==> src/rtl/sub_arb_pkg.sv <==
// Shared types and constants for the round-robin subtractor arbiter.
// Optional feature macro: SUB_SATURATE_EN (clamps overflowed results).
package sub_arb_pkg;

  localparam int unsigned DATA_W = 8;

  typedef logic signed [DATA_W-1:0] data_t;

  localparam data_t SAT_MAX = 8'sd127;
  localparam data_t SAT_MIN = -8'sd128;

  // Output register occupancy
  typedef enum logic {
    EMPTY = 1'b0,
    FULL  = 1'b1
  } state_e;

endpackage

==> src/rtl/sub_8bit_signed.sv <==
// Existing 8-bit signed subtractor datapath: diff = a - b with signed overflow.
module sub_8bit_signed
  import sub_arb_pkg::*;
(
  input  logic [DATA_W-1:0] a_i,
  input  logic [DATA_W-1:0] b_i,
  output logic [DATA_W-1:0] diff_o,
  output logic              ovf_o
);

  // Two's-complement difference; overflow when operand signs differ and the
  // result sign does not match the minuend.
  always_comb begin
    diff_o = a_i - b_i;
    ovf_o  = (a_i[DATA_W-1] != b_i[DATA_W-1]) && (diff_o[DATA_W-1] != a_i[DATA_W-1]);
  end

endmodule

==> src/rtl/sub_rr_arbiter_rr_pick.sv <==
// Round-robin priority picker: first requester at or after ptr_i (wrapping)
// wins. idx_o/found_o report the winner regardless of valid_i; grant_o is
// the one-hot grant gated by valid_i.
module rr_pick #(
  parameter int unsigned N   = 4,
  parameter int unsigned IDW = 2
) (
  input  logic [N-1:0]   req_i,
  input  logic [IDW-1:0] ptr_i,
  input  logic           valid_i,
  output logic [N-1:0]   grant_o,
  output logic [IDW-1:0] idx_o,
  output logic           found_o
);

  // Scan N positions from the pointer, wrapping modulo N.
  always_comb begin : scan
    int unsigned   p;
    logic [IDW-1:0] pi;
    grant_o = '0;
    idx_o   = '0;
    found_o = 1'b0;
    p       = 0;
    pi      = '0;
    for (int unsigned k = 0; k < N; k++) begin
      p = 32'(ptr_i) + k;
      if (p >= N) p = p - N;
      pi = IDW'(p);
      if (!found_o && req_i[pi]) begin
        found_o = 1'b1;
        idx_o   = pi;
      end
    end
    if (found_o && valid_i) grant_o[idx_o] = 1'b1;
  end

endmodule

==> src/rtl/sub_rr_arbiter.sv <==
// Round-robin arbiter sharing one sub_8bit_signed between NUM_REQ requesters,
// with a single registered output stage under valid/ready backpressure.
// Optional feature macro: SUB_SATURATE_EN (clamp to 127/-128 on overflow).
module sub_rr_arbiter
  import sub_arb_pkg::*;
#(
  parameter int unsigned NUM_REQ = 4,
  parameter int unsigned CNT_W   = 16
) (
  input  logic                       clk,
  input  logic                       rst,
  input  logic [NUM_REQ-1:0]         req_valid,
  output logic [NUM_REQ-1:0]         req_ready,
  input  logic [NUM_REQ*DATA_W-1:0]  req_a,
  input  logic [NUM_REQ*DATA_W-1:0]  req_b,
  output logic                       rsp_valid,
  input  logic                       rsp_ready,
  output logic [$clog2(NUM_REQ)-1:0] rsp_id,
  output logic [DATA_W-1:0]          rsp_result,
  output logic                       rsp_overflow,
  output logic [CNT_W-1:0]           op_count
);

  localparam int unsigned ID_W = $clog2(NUM_REQ);

  state_e            state_q, state_d;
  logic [ID_W-1:0]   rr_ptr_q, rr_ptr_d;
  logic [ID_W-1:0]   rsp_id_q, rsp_id_d;
  data_t             rsp_result_q, rsp_result_d;
  logic              rsp_overflow_q, rsp_overflow_d;
  logic [CNT_W-1:0]  op_count_q, op_count_d;

  logic              free;
  logic              pick_en;
  logic              accept;
  logic              found;
  logic [NUM_REQ-1:0] grant;
  logic [ID_W-1:0]   win_idx;
  logic [DATA_W-1:0] a_sel, b_sel;
  logic [DATA_W-1:0] diff;
  logic              ovf;
  data_t             res_final;

  // Output slot can take a new result when empty or being drained this cycle.
  always_comb begin
    free    = (state_q == EMPTY) || rsp_ready;
    pick_en = free && !rst;
    accept  = found && pick_en;
  end

  rr_pick #(
    .N   (NUM_REQ),
    .IDW (ID_W)
  ) u_pick (
    .req_i   (req_valid),
    .ptr_i   (rr_ptr_q),
    .valid_i (pick_en),
    .grant_o (grant),
    .idx_o   (win_idx),
    .found_o (found)
  );

  assign req_ready = grant;

  // NUM_REQ:1 operand mux steered by the winner index.
  always_comb begin
    a_sel = '0;
    b_sel = '0;
    for (int unsigned i = 0; i < NUM_REQ; i++) begin
      if (win_idx == ID_W'(i)) begin
        a_sel = req_a[DATA_W*i +: DATA_W];
        b_sel = req_b[DATA_W*i +: DATA_W];
      end
    end
  end

  sub_8bit_signed u_sub (
    .a_i    (a_sel),
    .b_i    (b_sel),
    .diff_o (diff),
    .ovf_o  (ovf)
  );

  // Result seen by the output register: wrapped or saturated difference.
  always_comb begin
`ifdef SUB_SATURATE_EN
    if (ovf) res_final = a_sel[DATA_W-1] ? SAT_MIN : SAT_MAX;
    else     res_final = data_t'(diff);
`else
    res_final = data_t'(diff);
`endif
  end

  // Next-state logic for output-register occupancy.
  always_comb begin
    state_d = state_q;
    case (state_q)
      EMPTY: if (accept) state_d = FULL;
      FULL: begin
        if (accept)         state_d = FULL;
        else if (rsp_ready) state_d = EMPTY;
      end
      default: state_d = EMPTY;
    endcase
  end

  // Datapath next values: load on accept, otherwise hold.
  always_comb begin
    rsp_id_d       = rsp_id_q;
    rsp_result_d   = rsp_result_q;
    rsp_overflow_d = rsp_overflow_q;
    rr_ptr_d       = rr_ptr_q;
    op_count_d     = op_count_q;
    if (accept) begin
      rsp_id_d       = win_idx;
      rsp_result_d   = res_final;
      rsp_overflow_d = ovf;
      rr_ptr_d       = (win_idx == ID_W'(NUM_REQ - 1)) ? '0 : win_idx + 1'b1;
      op_count_d     = op_count_q + 1'b1;
    end
  end

  // State register.
  always_ff @(posedge clk) begin
    if (rst) state_q <= EMPTY;
    else     state_q <= state_d;
  end

  // Result register, round-robin pointer and operation counter.
  always_ff @(posedge clk) begin
    if (rst) begin
      rsp_id_q       <= '0;
      rsp_result_q   <= '0;
      rsp_overflow_q <= 1'b0;
      rr_ptr_q       <= '0;
      op_count_q     <= '0;
    end else begin
      rsp_id_q       <= rsp_id_d;
      rsp_result_q   <= rsp_result_d;
      rsp_overflow_q <= rsp_overflow_d;
      rr_ptr_q       <= rr_ptr_d;
      op_count_q     <= op_count_d;
    end
  end

  assign rsp_valid    = (state_q == FULL);
  assign rsp_id       = rsp_id_q;
  assign rsp_result   = rsp_result_q;
  assign rsp_overflow = rsp_overflow_q;
  assign op_count     = op_count_q;

endmodule

==> config.mk <==
export PLATFORM = sky130hd
export DESIGN_NAME = sub_rr_arbiter
export DESIGN_NICKNAME = d
export VERILOG_FILES = /design/src/rtl/sub_arb_pkg.sv /design/src/rtl/sub_8bit_signed.sv /design/src/rtl/sub_rr_arbiter_rr_pick.sv /design/src/rtl/sub_rr_arbiter.sv
export SDC_FILE = /design/constraint.sdc
export NUM_CORES = 1
export LEC_CHECK = 0
export CORE_AREA = 2 2 75 77
export DETAILED_ROUTE_END_ITERATION = 12
export DIE_AREA = 0 0 77 79
export GPL_TIMING_DRIVEN = 1
export PLACE_DENSITY = 0.8
export SYNTH_ARGS = -nofsm -noshare
export SYNTH_HDL_FRONTEND = slang
export SYNTH_SLANG_ARGS = --single-unit
==> constraint.sdc <==
create_clock -name clk -period 4.77 [get_ports clk]
set_input_delay 0.954 -clock clk [delete_from_list [all_inputs] [get_ports clk]]
set_output_delay 0.954 -clock clk [all_outputs]
set_load 0.01 [all_outputs]
# [After elaboration in Yosys (flattened, before gate mapping)]
# Index checks and enable logic that the tools add are counted.
[classes] n_addsub=10 mul=0 n_div=0 order_cmp=10 n_eq_ne=5 shift=0 n_mux=36 bitwise_logic=1 reduce_logical=13
[op_table] cell="2-to-1 mux 8 bit" count=8
[op_table] cell="2-to-1 mux 2 bit" count=9
[op_table] cell="adder 16 x 1 -> 16 bit (second input constant)" count=1
[op_table] cell="< comparator 2 x 3 -> 1 bit (second input constant)" count=5
[op_table] cell="2-to-1 mux 1 bit" count=12
[op_table] cell="greater-or-equal comparator 3 bit (second input constant)" count=3
[op_table] cell="binary-select mux 1 bit (select 2 bit)" count=4
[op_table] cell="subtractor 2 x 1 -> 2 bit (second input constant)" count=4
[op_table] cell="subtractor 8 bit" count=1
[op_table] cell="logical AND 1 bit" count=7
[op_table] cell="adder 2 x 2 -> 3 bit (second input constant)" count=2
[op_table] cell="== test 2 bit (second input constant)" count=2
[op_table] cell="logical NOT 1 bit" count=4
[op_table] cell="2-to-1 mux 4 bit" count=1
[op_table] cell="adder 2 x 1 -> 3 bit (second input constant)" count=1
[op_table] cell="greater-or-equal comparator 2 x 3 -> 1 bit (second input constant)" count=1
[op_table] cell="adder 2 x 1 -> 2 bit (second input constant)" count=1
[op_table] cell="demux 1 bit (select 2 bit)" count=1
[op_table] cell="== test 2 x 1 -> 1 bit (second input constant)" count=1
[op_table] cell="greater-or-equal comparator 2 x 1 -> 1 bit (second input constant)" count=1
[op_table] cell="logical NOT 2 bit" count=1
[op_table] cell="inequality test 1 bit" count=2
[op_table] cell="one-hot mux 1 bit (2 select lines)" count=1
[op_table] cell="logical OR 1 bit" count=1
[op_table] cell="inverter 1 bit" count=1
[totals] ff_bits=30 latchBits=0 ram_bits=0 romBits=0 out_inout_bits=32 elab_cells=81 mem_count=0

# [Longest topological paths before layout]
# Gate-level depths: netlist of run 1.
[depth] ltp_word=22 mapped_depth=21 mapped_depth_nobuf=20

# [Modules after synthesis]
# A second synthesis of run 1 with hierarchy kept.
[unflattened] hier_cells=306 area_unflattened_um2=2312.2
[modules_own_cells] module="sub_rr_arbiter" n_inst=1 cells_per_inst=232 area_per_inst_um2=1796.7 seq_area_each_um2=600.6
[modules_own_cells] module="sub_8bit_signed" n_inst=1 cells_per_inst=54 area_per_inst_um2=380.4 seq_area_each_um2=0.0
[modules_own_cells] module="rr_pick" n_inst=1 cells_per_inst=20 area_per_inst_um2=135.1 seq_area_each_um2=0.0

# [Worst setup path after synthesis of run 1]
# Ideal clock, no wire load.
[synth_timing] path_type="input to register" start="input port req_valid[0]" end="register rsp_result_q[6], in the netlist rsp_result[6]" setup_ns=0.062 t_arrival_ns=4.078 slack_ns=0.631 cell_stages=21 path_buffers=2 cell_sequence="nor2b_1 > a21oi_1 > nor2_1 > a211o_1 > inv_1 > ha_1 > buf_4 > nor2b_4 > buf_1 > a22oi_1 > nor2_1 > a21oi_1 > o21ai_0 > ha_1 > fa_1 > nor2b_1 > o21ai_0 > nand2b_1 > a21oi_1 > or4b_1 > nand3_1"
[synth_between] elab_chain_cells=18
[synth_rtl] item="from (decl)" line_no="sub_rr_arbiter.sv:12" rtl="input logic [NUM_REQ-1:0] req_valid,"
[synth_rtl] item="binary-select mux 1 bit (select 2 bit)" line_no="sub_rr_arbiter_rr_pick.sv:29" rtl="if (!found_o && req_i[pi]) begin"
[synth_rtl] item="2-to-1 mux 1 bit (implied by the code)" line_no="sub_rr_arbiter_rr_pick.sv:29"
[synth_rtl] item="2-to-1 mux 1 bit" line_no="sub_rr_arbiter_rr_pick.sv:29"
[synth_rtl] item="logical NOT 1 bit" line_no="sub_rr_arbiter_rr_pick.sv:29"
[synth_rtl] item="logical AND 1 bit" line_no="sub_rr_arbiter_rr_pick.sv:29"
[synth_rtl] item="2-to-1 mux 1 bit" line_no="sub_rr_arbiter_rr_pick.sv:29"
[synth_rtl] item="logical NOT 1 bit" line_no="sub_rr_arbiter_rr_pick.sv:29"
[synth_rtl] item="logical AND 1 bit" line_no="sub_rr_arbiter_rr_pick.sv:29"
[synth_rtl] item="2-to-1 mux 1 bit" line_no="sub_rr_arbiter_rr_pick.sv:29"
[synth_rtl] item="logical NOT 1 bit" line_no="sub_rr_arbiter_rr_pick.sv:29"
[synth_rtl] item="logical AND 1 bit" line_no="sub_rr_arbiter_rr_pick.sv:29"
[synth_rtl] item="2-to-1 mux 2 bit (*)" line_no="sub_rr_arbiter_rr_pick.sv:29"
[synth_rtl] item="named net u_pick.idx_o[0]" line_no="sub_rr_arbiter_rr_pick.sv:12" rtl="output logic [IDW-1:0] idx_o,"
[synth_rtl] item="logical NOT 2 bit" line_no="sub_rr_arbiter.sv:70" rtl="if (win_idx == ID_W'(i)) begin"
[synth_rtl] item="2-to-1 mux 8 bit (4 in series)" line_no="sub_rr_arbiter.sv:70"
[synth_rtl] item="subtractor 8 bit (*)" line_no="sub_8bit_signed.sv:14" rtl="diff_o = a_i - b_i;"
[synth_rtl] item="to (signal assigned)" line_no="sub_rr_arbiter.sv:139" rtl="rsp_result_q <= rsp_result_d;"
[synth_rtl] item="to (decl)" line_no="sub_rr_arbiter.sv:29" rtl="data_t rsp_result_q, rsp_result_d;"
# The timed path passes the listed nets; every way through them passes the cells marked *. The select of a mux whose other input is x is not followed.
# A chain may end at the register's enable or synchronous reset.

# [Worst setup path after layout of run 1]
[layout_timing] start="input port req_valid[0]" end="output port req_ready[3]"
[layout_between] elab_chain_cells=17
[layout_rtl] item="binary-select mux 1 bit (select 2 bit)" line_no="sub_rr_arbiter_rr_pick.sv:29"
[layout_rtl] item="2-to-1 mux 1 bit (implied by the code)" line_no="sub_rr_arbiter_rr_pick.sv:29"
[layout_rtl] item="2-to-1 mux 1 bit" line_no="sub_rr_arbiter_rr_pick.sv:29"
[layout_rtl] item="logical NOT 1 bit" line_no="sub_rr_arbiter_rr_pick.sv:29"
[layout_rtl] item="logical AND 1 bit" line_no="sub_rr_arbiter_rr_pick.sv:29"
[layout_rtl] item="2-to-1 mux 1 bit" line_no="sub_rr_arbiter_rr_pick.sv:29"
[layout_rtl] item="logical NOT 1 bit" line_no="sub_rr_arbiter_rr_pick.sv:29"
[layout_rtl] item="logical AND 1 bit" line_no="sub_rr_arbiter_rr_pick.sv:29"
[layout_rtl] item="[... 2 more ...]"
[layout_rtl] item="logical AND 1 bit" line_no="sub_rr_arbiter_rr_pick.sv:29"
[layout_rtl] item="2-to-1 mux 2 bit (*)" line_no="sub_rr_arbiter_rr_pick.sv:29"
[layout_rtl] item="named net u_pick.idx_o[0]" line_no="sub_rr_arbiter_rr_pick.sv:12"
[layout_rtl] item="< comparator 2 x 3 -> 1 bit (implied by the code) / greater-or-equal comparator 2 x 1 -> 1 bit (equally long branches)" line_no="sub_rr_arbiter_rr_pick.sv:34" rtl="if (found_o && valid_i) grant_o[idx_o] = 1'b1;"
[layout_rtl] item="logical AND 1 bit (implied by the code)" line_no="sub_rr_arbiter_rr_pick.sv:34"
[layout_rtl] item="2-to-1 mux 1 bit (implied by the code)" line_no="sub_rr_arbiter_rr_pick.sv:34"
[layout_rtl] item="demux 1 bit (select 2 bit) (*)"
[layout_rtl] item="2-to-1 mux 4 bit (*)" line_no="sub_rr_arbiter_rr_pick.sv:34"
[layout_rtl] item="to (decl)" line_no="sub_rr_arbiter.sv:13" rtl="output logic [NUM_REQ-1:0] req_ready,"
# Marks and branches as above.

==> key figures, run 1 <==
Global route
  • Largest net degree at the start of global routing: 32
  • Vias in the first global route: 2193
  • First-pass GRT wire length: a little under 10000 µm
  • Antenna violations before repair: 0
  • Gr usage total: 0.198
  • Gr ovfl total: 0

Placement
  • Post-Place Worst Slack: -0.113 ns
  • DPL Wire Length: ~4900 µm
  • IO buf count: 102
  • Placed cell area: 0.00325 mm²
  • GPL Wtd Cong: between 0.8 and 0.9

Power and ir drop
  • Flop pwr share: 0.253
  • Leak Pwr: between 0.001 and 0.0015 µW
  • Psw: a little under 500 µW
  • VDD IR max: 0.000193 V
  • Power share of the clock group: 0.148
  • Switch share: 0.384
  • Combinational fraction of design power: 0.600
  • Power per cell area: about 370 mW/mm²
  • Internal Power: 773 µW

Drt
  • Via/cell ratio: around 5.2
  • Total wire length: approximately 6100 µm
  • Final ANT Viol Nets: 0
  • WL/cell: 13.3 µm
  • Drc violations: 0
  • Via Count: approximately 2.4k
  • Pre-Repair DR Iteration Count: 4
  • Initial DRC count: 72

Clock tree
  • CTS sink cnt: 30
  • CTS tree: done
  • Deepest clock path buffer count: 2
  • Worst-Skew Late Latency: 0.27 ns
  • Root Buffer: clkbuf_8
  • CTS Buf Count: 5
  • CTS clock-pin slew for the worst setup and hold paths: roughly 0.060 ns
  • H-tree depth: 2

STA
  • RSZ-0062 raised after global routing: true
  • Worst-Margin Slew: 0.602 ns
  • Final setup viols: 0
  • Post-route setup slack: 0.265 ns
  • Slew headroom: 0.598
  • Worst Skew: 0.00328 ns
  • Final period util: 0.944
  • Min Clock Period, post-route: 4.51 ns
  • Fmax: 222 MHz
  • Slew Limit Fails: 0
  • Final Hold Fails: 0

Setup path
  • FF-to-FF End: rsp_result[6]$_SDFFE_PP0P_
  • Crit-path max FO: 18
  • Critical R2R Launch: rr_ptr_q[1]$_SDFFE_PP0P_
  • CP startpoint kind: input port
  • CP startpoint: req_valid[0]
  • Reg-to-reg slack, setup: 1.20 ns
  • Critical Path Sink Type: output pin
  • Setup CP Type: in2out
  • CP endpoint: req_ready[3]
  • WP data arrival: 3.55 ns
  • Critical Path RT: 3.82 ns
  • R2R depth: 19

Logic synthesis
  • Syn avg cell area: 7.55 µm²
  • Synth warnings: 0
  • Most used DFF post-synth: dfxtp_1
  • FF+latch count, synth: 30
  • Asr flop ratio synth: 0
  • Post-synth EDFFs: 0
  • Synthesized cell area: 0.00212 mm²
  • Seq/Total Area, Yosys: 0.283
  • Syn Nets: 365
  • Synth Instances: 281
  • Yosys cell types: 43

Hold path
  • Worst min path class: reg2reg

Cells and area
  • Finished Cell Area: 0.00337 mm²
  • Layout cells sized above 1: 0.0801
  • Number of fill cells in the layout: 482
  • Layout area overhead: 59.1%
  • Antenna diode count: 0
  • Final #Nets: 471

Die
  • Top Ports: roughly 100
  • Die Wd: 77 µm
  • Die Area: 0.00608 mm²
  • Core Region: 0.00534 mm²
  • Row Count: 27
  • Initial Utilization: 0.397
  • Die Ht: 79 µm

Run
  • Max Cap Viol: 0

Run status
  • Status: finished, final reports clean
per-layer routing:
metal	global-route usage	wire [µm]	vias to the layer above
met2	0.345	2970	98
met5	0	0	-
met3	0.0557	456	10
met1	0.234	2570	1066
met4	0.0714	122	0
li1	-	-	1197
cell usage after synthesis, types with 2 or more instances:
| library cell | instances | area (µm²) |
|---|---|---|
| and3_1 | 2 | 12.5 |
| xor2_1 | 13 | 114 |
| nand4_1 | 2 | 12.5 |
| nand2_1 | 22 | 82.6 |
| nor3_1 | 2 | 10.0 |
| a31oi_1 | 2 | 12.5 |
| buf_4 | 2 | 15.0 |
| nor3b_1 | 2 | 15.0 |
| mux2i_1 | 3 | 30.0 |
| and2_1 | 4 | 25.0 |
| nand3b_1 | 8 | 60.1 |
| inv_1 | 6 | 22.5 |
| o21ai_0 | 17 | 85.1 |
| o22ai_1 | 2 | 12.5 |
| a211oi_1 | 2 | 15.0 |
| nor2b_1 | 5 | 31.3 |
| clkbuf_1 | 12 | 45.0 |
| nand3_1 | 11 | 55.1 |
| dfxtp_1 | 30 | 601 |
| buf_1 | 2 | 7.51 |
| a21oi_1 | 30 | 150 |
| ha_1 | 12 | 150 |
| xnor2_1 | 7 | 61.3 |
| a21o_1 | 4 | 30.0 |
| nand2b_1 | 4 | 25.0 |
| a22oi_1 | 15 | 113 |
| nor2_1 | 44 | 165 |
repair_timing:
item / in CTS / in global routing
setup buffers: 0 / 1
gates resized for setup: 0 / 5
setup endpoints to repair: 0 / 4
hold buffers: 0 / 0
power groups by stage:
stage	registers [µW]	clock network (µW)	logic, µW
after floorplan	331	0	466
after global placement	320	0	717
after detailed placement	322	0	731
after CTS	317	191	735
after global routing	320	208	836
final	317	185	753
critical path: stages:
cell	delay (ns)
clkdlybuf4s50_1	0.50
nor2b_2	0.21
a21oi_1	0.11
nor2_1	0.05
a211o_1	0.32
inv_1	0.15
ha_2	0.40
buf_4	0.20
and2_1	0.12
clkdlybuf4s50_1	0.53
stage by stage:
stage	hold WS, ns	setup TNS [ns]	instances	util	power, µW
floorplan	0.459	0	281	-	798
global placement	0.446	-0.0190	450	0.610	1040
detailed placement	0.465	-0.183	450	0.610	1050
CTS	0.474	0	457	0.624	1240
global route	0.496	-0.0397	459	0.632	1360
finish	0.466	0	459	0.632	1250
how the worst min path moves through the flow:
stage | from | end | cells after the start
2_1_floorplan | rr_ptr_q[0]$_SDFFE_PP0P_ | rr_ptr_q[0]$_SDFFE_PP0P_ | 2
3_3_place_gp | rsp_result[2]$_SDFFE_PP0P_ | rsp_result[2]$_SDFFE_PP0P_ | 2
3_5_place_dp | rsp_result[2]$_SDFFE_PP0P_ | rsp_result[2]$_SDFFE_PP0P_ | 2
4_1_cts | rsp_result[2]$_SDFFE_PP0P_ | rsp_result[2]$_SDFFE_PP0P_ | 2
5_1_grt | rsp_result[2]$_SDFFE_PP0P_ | rsp_result[2]$_SDFFE_PP0P_ | 2
6_report | rsp_result[2]$_SDFFE_PP0P_ | rsp_result[2]$_SDFFE_PP0P_ | 2
cells in the final DEF (no fill, tap or decap), types with 2 or more instances in the layout:
| cell type | synthesis | layout |
|---|---|---|
| a31oi_1 | 2 | 2 |
| inv_1 | 6 | 6 |
| nor3b_1 | 2 | 2 |
| xnor2_1 | 7 | 7 |
| and2_1 | 4 | 4 |
| o21ai_0 | 17 | 17 |
| dfxtp_1 | 30 | 30 |
| nor2_1 | 44 | 44 |
| and3_1 | 2 | 2 |
| a21oi_1 | 30 | 30 |
| a21o_1 | 4 | 4 |
| xor2_1 | 13 | 13 |
| nand3_1 | 11 | 11 |
| nand2_1 | 22 | 22 |
| buf_4 | 2 | 13 |
| clkinv_2 | 0 | 2 |
| nor2b_1 | 5 | 4 |
| a22oi_1 | 15 | 15 |
| ha_1 | 12 | 10 |
| mux2i_1 | 3 | 3 |
| a211oi_1 | 2 | 2 |
| clkbuf_8 | 0 | 5 |
| nand4_1 | 2 | 2 |
| nand3b_1 | 8 | 8 |
| nor2b_2 | 0 | 2 |
| clkdlybuf4s50_1 | 0 | 102 |
| nand2b_1 | 4 | 4 |
logic make-up (layout without fill, tap and decap cells):
logic type | after synthesis | in the layout | synth area share
simple gates | 118 | 119 | 0.290
buf+inv | 23 | 128 | 0.0448
flops | 30 | 30 | 0.283
mux | 3 | 3 | 0.0142
compound gates | 74 | 74 | 0.205
xor+xnor | 20 | 20 | 0.0826
fa+ha+maj | 13 | 13 | 0.0802
state kept, by name, summed over array words and instances, names as in the netlist:
name and flops:
rsp_id 2, rr_ptr_q 2, op_count 16, rsp_valid 1, rsp_overflow 1, rsp_result 8
final cells by class:
type                    instances  area, µm²  share of cell area
multi-input cells             229       1460               0.434
repair buffers                115       1120               0.332
flip-flops and latches         30        601               0.178
well taps                      72       90.1              0.0267
clock buffers                   5       68.8              0.0204
inverters                       6       22.5             0.00668
clock inverters                 2       10.0             0.00297
Power figures use the tool's default switching activity.
==> inputs of run 2 (changes only) <==
--- a/config.mk
+++ b/config.mk
@@ -10,6 +10,7 @@
 export DIE_AREA = 0 0 77 79
 export GPL_TIMING_DRIVEN = 1
 export PLACE_DENSITY = 0.8
+export SLEW_MARGIN = 10
 export SYNTH_ARGS = -nofsm -noshare
 export SYNTH_HDL_FRONTEND = slang
 export SYNTH_SLANG_ARGS = --single-unit
==> results of run 2 <==
The final DEF is identical to that of run 1; final timing and power are the same.
